## config.mk

```make
export PLATFORM = sky130hd
export DESIGN_NAME = lock_controller
export DESIGN_NICKNAME = d
export VERILOG_FILES = /design/src/rtl/lock_pkg.sv /design/src/rtl/lock_controller_tick_gen.sv /design/src/rtl/lock_controller.sv
export SDC_FILE = /design/constraint.sdc
export NUM_CORES = 1
export LEC_CHECK = 0
export CAP_MARGIN = 15
export CORE_ASPECT_RATIO = 1.4
export CORE_UTILIZATION = 50
export CTS_BUF_LIST = sky130_fd_sc_hd__clkbuf_2 sky130_fd_sc_hd__clkbuf_4 sky130_fd_sc_hd__clkbuf_8
export CTS_CLUSTER_SIZE = 14
export DETAILED_ROUTE_END_ITERATION = 7
export PLACE_DENSITY = 0.68
export SETUP_SLACK_MARGIN = 0.05
export SLEW_MARGIN = 20
export SYNTH_ARGS = -nofsm -noshare
export SYNTH_HDL_FRONTEND = slang
export SYNTH_SLANG_ARGS = --single-unit
```

## constraint.sdc

```tcl
create_clock -name CLK -period 3.6 [get_ports CLK]
set_clock_uncertainty 0.05 [all_clocks]
set_input_delay 0.72 -clock CLK [delete_from_list [all_inputs] [get_ports CLK]]
set_output_delay 0.72 -clock CLK [all_outputs]
set_load 0.02 [all_outputs]
```

## src/rtl/lock_pkg.sv

```systemverilog
// lock_pkg: shared state encoding and width helpers for lock_controller.
// Contents: state_t (IDLE/UNLOCKED/LOCKOUT), STATE_W, fail_cnt_w().
package lock_pkg;
  localparam int STATE_W = 2;
  typedef enum logic [STATE_W-1:0] {
    IDLE     = 2'd0,
    UNLOCKED = 2'd1,
    LOCKOUT  = 2'd2
  } state_t;
  function automatic int fail_cnt_w(input int max_fails);
    return $clog2(max_fails + 1);
  endfunction
endpackage

```

## src/rtl/lock_controller_tick_gen.sv

```systemverilog
// tick_gen: prescaler emitting a one-cycle TICK every DIV cycles.
// Ports: CLK clock, RST_N async active-low reset, CLR sync prescaler clear,
//        TICK one-cycle pulse when the prescaler reaches DIV-1.
module tick_gen #(
  parameter int DIV = 2
) (
  input  logic CLK,
  input  logic RST_N,
  input  logic CLR,
  output logic TICK
);
  localparam int W = $clog2(DIV);
  logic [W-1:0] cnt;
  assign TICK = cnt == W'(DIV - 1);
  always_ff @(posedge CLK or negedge RST_N)
    if (!RST_N) cnt <= '0;
    else if (CLR || TICK) cnt <= '0;
    else cnt <= cnt + 1'b1;
endmodule

```

## src/rtl/lock_controller.sv

```systemverilog
// lock_controller: turns pass/fail verdicts into a timed unlock, counts
// consecutive failures and enforces a timed lockout with a blinking alarm.
// Ports: CLK, RST_N (async active-low), PASS_IN/FAIL_IN verdict levels,
//        DOOR_OPEN, LOCKED_OUT, ALARM, ENTRY_EN, FAIL_CNT, STATE_DBG.
module lock_controller
  import lock_pkg::*;
#(
  parameter int CLK_FREQ_HZ   = 50_000_000,
  parameter int TICK_HZ       = 1000,
  parameter int UNLOCK_TICKS  = 3000,
  parameter int LOCKOUT_TICKS = 10000,
  parameter int BLINK_TICKS   = 250,
  parameter int MAX_FAILS     = 3
) (
  input  logic                                CLK,
  input  logic                                RST_N,
  input  logic                                PASS_IN,
  input  logic                                FAIL_IN,
  output logic                                DOOR_OPEN,
  output logic                                LOCKED_OUT,
  output logic                                ALARM,
  output logic                                ENTRY_EN,
  output logic [fail_cnt_w(MAX_FAILS)-1:0]    FAIL_CNT,
  output logic [STATE_W-1:0]                  STATE_DBG
);
  localparam int DIV = CLK_FREQ_HZ / TICK_HZ;
  localparam int FW  = fail_cnt_w(MAX_FAILS);
  localparam int TW  = $clog2((UNLOCK_TICKS > LOCKOUT_TICKS ? UNLOCK_TICKS : LOCKOUT_TICKS) + 1);
  localparam int BW  = $clog2(BLINK_TICKS + 1);
  state_t state, nxt;
  logic pass_d, fail_d, pass_ev, fail_ev, fail_last;
  logic tick, entry, expire, alarm;
  logic [FW-1:0] fcnt;
  logic [TW-1:0] tcnt;
  logic [BW-1:0] bcnt;
  assign pass_ev   = PASS_IN & ~pass_d;
  assign fail_ev   = FAIL_IN & ~fail_d;
  assign fail_last = int'(fcnt) + 1 == MAX_FAILS;
  assign expire    = tick && tcnt == '0;
  // any state change restarts the shared timer, including recovery from code 3
  assign entry     = nxt != state;
  tick_gen #(.DIV(DIV)) u_tick (
    .CLK  (CLK),
    .RST_N(RST_N),
    .CLR  (entry),
    .TICK (tick)
  );
  always_ff @(posedge CLK or negedge RST_N)
    if (!RST_N) state <= IDLE;
    else state <= nxt;
  always_comb begin
    nxt = IDLE;
    case (state)
      IDLE:              nxt = fail_ev ? (fail_last ? LOCKOUT : IDLE) : pass_ev ? UNLOCKED : IDLE;
      UNLOCKED, LOCKOUT: nxt = expire ? IDLE : state;
      default:           nxt = IDLE;
    endcase
  end
  always_ff @(posedge CLK or negedge RST_N)
    if (!RST_N) begin
      pass_d <= 1'b1;
      fail_d <= 1'b1;
      fcnt   <= '0;
      tcnt   <= '0;
      bcnt   <= '0;
      alarm  <= 1'b0;
    end else begin
      pass_d <= PASS_IN;
      fail_d <= FAIL_IN;
      if (state == IDLE && fail_ev) fcnt <= fail_last ? '0 : fcnt + 1'b1;
      else if (state == IDLE && pass_ev) fcnt <= '0;
      if (entry) tcnt <= nxt == LOCKOUT ? TW'(LOCKOUT_TICKS - 1) : TW'(UNLOCK_TICKS - 1);
      else if (tick && tcnt != '0) tcnt <= tcnt - 1'b1;
      // alarm phase is loaded on every entry but only shown in LOCKOUT
      if (entry) begin
        bcnt  <= BW'(BLINK_TICKS - 1);
        alarm <= 1'b1;
      end else if (tick) begin
        bcnt  <= bcnt == '0 ? BW'(BLINK_TICKS - 1) : bcnt - 1'b1;
        alarm <= bcnt == '0 ? ~alarm : alarm;
      end
    end
  always_comb begin
    DOOR_OPEN  = state == UNLOCKED;
    LOCKED_OUT = state == LOCKOUT;
    ENTRY_EN   = state == IDLE;
    ALARM      = alarm & (state == LOCKOUT);
    FAIL_CNT   = fcnt;
    STATE_DBG  = state;
  end
endmodule
```

==> run summary, run 1 <==
crit path capture type - register
top-area cell type share of the netlist area - 42.9%
flops & latches, synth - 45
CP required - 3.75 ns
Power Density - 300 mW/mm^2
vias in the first global route - 1900
total track usage - 20.9%
Routed WL - 4940 um
R2R cell count - 8
Post-synth ARST share - 100%
Root Buffer - clkbuf_8
Die Span X - 61.9 um
fin crit period - 2.82 ns
Max FO, Critical Path - 12
grt total ovfl - 0
relative slew slack - 50.3%
worst vdd rail ir drop - 0.000175 V
Ports - 12
Synth Cell Area - 0.00251 mm^2
Syn. warnings - 0
Final Hold Slack - 0.350 ns
Worst setup SP type - input port
Netlist cell types - 48
Hold Crit Class - in -> async
worst skew pair latency - 0.30 ns
Initial Util - 51.8%
Critical Path Start - PASS_IN
via count - 1948
H-tree levels - 2
Mapped Nets - 273
final core occ - 57.3%
Max Fclk - 355 MHz
status - finished, final reports clean
synth top area cells - dfrtp_1, xnor2_1, ha_1
Std-Cell Rows - 30
Residual DRC - 0
Layout area overhead - 10.5%
DR iter-0 viols - 144
PortBufs - 11
Final Max Slew Viols - 0
TritonCTS clock tree - done
Top FF cell, synth - dfrtp_1
hold_buf cts - 0
Core ar. - 0.00484 mm^2
max cap viols - 0
Die H - 85.8 um
first-pass GRT wire length - 8310 um
RSZ-0062 raised after global routing - false
Fin. Hold Viols - 0
Worst-path clk slew - 0.09 ns
worst-margin pin slew - 0.739 ns
final non-filler cell total - 338
fin crit share - 78.3%
drt pass-1 iters - 4
Antenna Violating Nets Remaining - 0
# resized after CTS - 0
Antenna diodes - 0
gpl congestion - 0.817
total CTS buffers - 5
HPWL Detailed - 3440 um
drt wl/cell - 14.6 um
EDFF count, synth - 0
cells after synthesis - 260
Synth area leader - dfrtp_1
post-route cell area - 0.00277 mm^2
post-CTS setup buffers - 0
critical path arrival - 2.97 ns
# setup viols final - 0
Cell Area, Placed - 0.00269 mm^2
RR Startpoint - STATE_DBG[0]
# placed instances - 330
clk sink count - 45
syn_area_per_cell - 9.65 um^2
Post-layout nets - 286
Die Area - 0.00531 mm^2
largest net degree at the start of global routing - 46
share of layout cells above drive strength 1 - 8.03%
register area share after synthesis - 45.0%
routed vias/inst - 5.76
kind of critical path - in -> reg
initial antenna violation count - 0
Pleak - 1.10 nW
Post-Route Setup TNS - 0 ns
CTS Buffer Depth - 2
[logic make-up (layout without fill, tap and decap cells)]
family / count (synthesis) / count (layout) / share of synthesized area (%)
AO/OA/AOI/OAI: 46 / 46 / 12.9
flip-flops: 45 / 45 / 45.0
buffers and inverters: 14 / 28 / 2.19
XOR/XNOR: 25 / 25 / 8.72
multiplexers: 1 / 1 / 0.449
AND/OR/NAND/NOR: 120 / 120 / 26.3
adder cells (fa/ha/maj): 9 / 9 / 4.49
[placed cells by master, fill, tap and decap left out, drive strengths merged, types with 2 or more instances in the layout]
master / Yosys / layout
a21oi: 9 / 9
a22o: 2 / 2
a31oi: 4 / 4
and2: 3 / 3
and3: 11 / 11
buf: 2 / 4
clkbuf: 6 / 6
clkdlybuf4s50: 0 / 10
clkinv: 0 / 2
dfrtp: 43 / 43
dfstp: 2 / 2
ha: 9 / 9
inv: 6 / 6
nand2: 20 / 20
nand2b: 3 / 3
nand3: 15 / 15
nand3b: 4 / 4
nand4: 4 / 4
nor2: 30 / 30
nor2b: 3 / 3
nor3: 6 / 6
nor4: 7 / 7
nor4bb: 2 / 2
o211ai: 5 / 5
o21a: 3 / 3
o21ai: 8 / 8
o22a: 2 / 2
o22ai: 3 / 3
o311a: 2 / 2
or3: 3 / 3
or4: 5 / 5
xnor2: 15 / 15
xor2: 10 / 10
[state kept, by name (all words and copies together) (netlist names)]
name / count
STATE_DBG: 2
pass_d: 1
bcnt: 8
u_tick.cnt: 16
fail_d: 1
FAIL_CNT: 2
alarm: 1
tcnt: 14
[layer usage]
layer | vias to the layer above | part of all wire, % | global-route usage (%)
met5 | - | 0 | 0
met4 | 0 | 2.2 | 8.48
met2 | 47 | 50 | 34.6
met3 | 8 | 3.6 | 4.07
li1 | 966 | - | -
met1 | 927 | 44 | 25.8
[final timing paths]
check	endpoint	slack, ns
worst max-delay path	tcnt[10]	0.78
worst min register to register	u_tick.cnt[0]	0.42
worst max register to register	tcnt[10]	0.83
min in group CLK	u_tick.cnt[0]	0.42
worst min-delay path	tcnt[9]	0.35
max in group asynchronous	u_tick.cnt[10]	2.75
[worst max-delay path: stages]
cell             delay [ns]
clkdlybuf4s50_1        0.48
nand3b_1               0.18
o311a_1                0.38
nor4_4                 0.41
o21a_1                 0.46
o31ai_1                0.14
a22o_1                 0.19
[per-stage QoR]
stage / power (W) / setup WS (ns)
2_1_floorplan: 0.000519 / 0.775
3_3_place_gp: 0.000532 / 0.603
3_5_place_dp: 0.000532 / 0.496
4_1_cts: 0.000847 / 0.820
5_1_grt: 0.000865 / 0.652
6_report: 0.000833 / 0.780
[where the power goes]
| part | switching [W] | internal [W] |
|---|---|---|
| Combinational | 0.0000108 | 0.00000325 |
| Sequential | 0.000000441 | 0.000507 |
| Clock | 0.000170 | 0.000142 |
| Total | 0.000181 | 0.000653 |
[area by class of cell]
type | count | area [um^2]
Clock inverter | 2 | 10.0
Inverter | 6 | 22.5
Sequential cell | 45 | 1130
Fill cell | 418 | 2070
Tap cell | 64 | 80.1
Clock buffer | 6 | 76.3
Multi-Input combinational cell | 201 | 1330
Timing Repair Buffer | 14 | 130
[synthesized netlist by cell type (all sizes together), types with 3 or more instances]
library cell	number
o22ai	3
ha	9
o211ai	5
or3	3
and3	11
nand4	4
nand3	15
o21a	3
or4	5
nor2b	3
nand3b	4
dfrtp	43
a21oi	9
xnor2	15
and2	3
nor3	6
xor2	10
nand2b	3
nand2	20
nor2	30
clkbuf	6
o21ai	8
nor4	7
inv	6
a31oi	4
No activity file was read; power rests on OpenSTA's default activity.
==> run 2: changes to the inputs <==
PLACE_DENSITY = 0.71   (was 0.68)
clock period = 2.4 ns   (was 3.6 ns; I/O delays follow)
==> run summary, run 2 (synthesis results as in run 1) <==
status - finished, final reports clean (unchanged)
worst skew pair latency - 0.30 ns (about the same)
Die H - 85.8 um (unchanged)
hold_buf cts - 0 (unchanged)
Seq pwr share - 60.2% (was 60.9%)
Final Max Slew Viols - 0 (unchanged)
fin crit period - 2.31 ns
Antenna Violating Nets Remaining - 0 (unchanged)
max reg flops - 16 (unchanged)
CTS Buffer Depth - 2 (unchanged)
worst vdd rail ir drop - 0.000251 V (was 0.000175 V)
PortBufs - 11 (unchanged)
largest register by flop count - u_tick.cnt (unchanged)
multi-input logic area - 0.00136 mm^2 (was 0.00133 mm^2)
Routed WL - 5250 um (was 4940 um)
Post-layout nets - 310 (was 286)
register area - 0.00113 mm^2 (about the same)
Hold Crit Class - in -> async (unchanged)
grt total ovfl - 0 (unchanged)
Pleak - 1.21 nW (was 1.10 nW)
Core ar. - 0.00484 mm^2 (unchanged)
commonest non-fill, non-tap cell in the layout - dfrtp_1 (unchanged)
Psw - 0.000289 W (was 0.000181 W)
Fin. Hold Viols - 0 (unchanged)
RSZ-0062 raised after global routing - true (was false)
Power Density - 420 mW/mm^2 (was 300 mW/mm^2)
gpl congestion - 0.879 (was 0.817)
# placed instances - 354 (was 330)
most frequent cells in the layout - dfrtp_1, nor2_1, buf_4, nand2_1 (was dfrtp_1, nor2_1, nand2_1, nand3_1, xnor2_1)
fin crit share - 96.1%
share of layout cells above drive strength 1 - 19.1% (was 8.03%)
vias in the first global route - 1970 (was 1900)
worst-margin pin slew - 0.408 ns (was 0.739 ns)
clk sink count - 45 (unchanged)
Ports - 12 (unchanged)
drt pass-1 iters - 4 (unchanged)
Fillers - 407 (was 418)
# setup viols final - 0 (unchanged)
CP max stage cell - or4_4 (was clkdlybuf4s50_1)
Die Span X - 61.9 um (unchanged)
total track usage - 21.6% (was 20.9%)
delay-heaviest family, CP - simple AND/OR/NAND/NOR gates (was compound AO/OA/AOI/OAI gates)
DR iter-0 viols - 133 (was 144)
final core occ - 62.2% (was 57.3%)
Residual DRC - 0 (unchanged)
Layout area overhead - 19.9% (was 10.5%)
post-CTS setup buffers - 0 (unchanged)
crit path capture type - register (unchanged)
Int Pwr - 0.000975 W (was 0.000653 W)
total CTS buffers - 5 (unchanged)
Worst-path clk slew - 0.09 ns (about the same)
HPWL Detailed - 3840 um (was 3440 um)
kind of critical path - reg -> reg (was in -> reg)
TritonCTS clock tree - done (unchanged)
Comb power frac - 2.0% (was 1.7%)
Max FO, Critical Path - 8 (was 12)
Die Area - 0.00531 mm^2 (unchanged)
final non-filler cell total - 362 (was 338)
clock share of power - 37.8% (was 37.4%)
CP required - 2.54 ns (was 3.75 ns)
H-tree levels - 2 (unchanged)
Antenna diodes - 0 (unchanged)
via count - 2050 (was 1948)
drt wl/cell - 14.5 um (was 14.6 um)
relative slew slack - 72.6% (was 50.3%)
largest net degree at the start of global routing - 46 (unchanged)
Buf/Inv on CP - 1 (unchanged)
first-pass GRT wire length - 8600 um (was 8310 um)
critical path arrival - 2.44 ns (was 2.97 ns)
top flop regs - u_tick.cnt: 16 flops, tcnt: 14 flops, bcnt: 8 flops (unchanged)
max cap viols - 0 (unchanged)
initial antenna violation count - 0 (unchanged)
Std-Cell Rows - 30 (unchanged)
Initial Util - 51.8% (unchanged)
switch share - 22.9% (was 21.7%)
Max Fclk - 434 MHz
Worst setup SP type - register (was input port)
Root Buffer - clkbuf_8 (unchanged)
routed vias/inst - 5.66 (was 5.76)
critical-path cell list - or4_4 -> nor4_4 -> o211ai_2 -> buf_4 -> o21ai_2 -> a31oi_1 -> o22a_1 (was clkdlybuf4s50_1 -> nand3b_1 -> o311a_1 -> nor4_4 -> o21a_1 -> o31ai_1 -> a22o_1)
crit-path max cell delay - 0.57 ns (was 0.48 ns)
==> run 2: cell types whose count changed in the layout (fill, tap and decap cells not counted), sizes merged <==
| cell | before | now |
|---|---|---|
| buf | 4 | 28 |
| clkbuf | 6 | 5 |
| clkinv | 2 | 1 |
| clkinvlp | 0 | 1 |
| inv | 6 | 7 |
==> run 2: through the flow <==
step	setup WS, ns	TNS [ns]	instance area, um^2	power, W	hold WS [ns]
after floorplan	-0.152	-1.53	2560	0.000778	0.134
after global placement	-0.170	-2.36	2900	0.000802	0.403
after detailed placement	-0.220	-3.47	2900	0.000802	0.407
after CTS	0.0759	0	2990	0.00129	0.0913
after global routing	0.000602	0	3010	0.00132	0.0987
final	0.0940	0	3010	0.00126	0.0846
==> run 2: final cells by class <==
class	count	share of cell area, %
tap	64	2.66
clock buffer	5	2.29
clock inverter	3	0.707
timing repair buffer	38	10.6
inverter	6	0.914
multi-input combinational	201	45.2
sequential	45	37.6
==> run 2: worst paths after layout <==
check,from,to,slack (ns),depth (start not counted)
max,tcnt[4],tcnt[5],0.09,7
min,RST_N,bcnt[7],0.08,2
max reg2reg,tcnt[4],tcnt[5],0.09,7
min reg2reg,u_tick.cnt[0],u_tick.cnt[0],0.42,1
max in group asynchronous,RST_N,fail_d,1.94,2
min in group CLK,u_tick.cnt[0],u_tick.cnt[0],0.42,1
==> run 2: layer usage <==
metal	vias to the layer above	global-route usage, %	share of wire (%)
met4	0	7.27	1.5
met3	8	4.07	2.9
met1	992	25.4	42
met5	-	0	0
li1	1011	-	-
met2	39	38.1	53
==> run 2: power by group through the flow <==
stage	Clock [W]	Sequential, W	Combinational, W
2_1_floorplan	0	0.000776	0.00000172
3_3_place_gp	0	0.000776	0.0000259
3_5_place_dp	0	0.000776	0.0000263
4_1_cts	0.000499	0.000761	0.0000262
5_1_grt	0.000527	0.000762	0.0000291
6_report	0.000478	0.000761	0.0000250
==> run 2: worst reg2reg max path: cells and delay by family, from the launching register on <==
kind,cells,cell delay [ns]
AND/OR/NAND/NOR,2,0.82
AO/OA/AOI/OAI,4,0.76
flip-flops,1,0.38
buffers and inverters,1,0.18
==> run 2: timing repair <==
| action | in CTS | in global routing |
|---|---|---|
| resized for setup | 0 | 6 |
| setup endpoints to repair | 0 | 7 |
| endpoints found under the hold margin | 0 | 0 |
==> run 3: changes to the inputs <==
SKIP_LAST_GASP = 1   (was default)
==> results of run 3 <==
The final DEF is identical to that of run 2; final timing and power are the same.
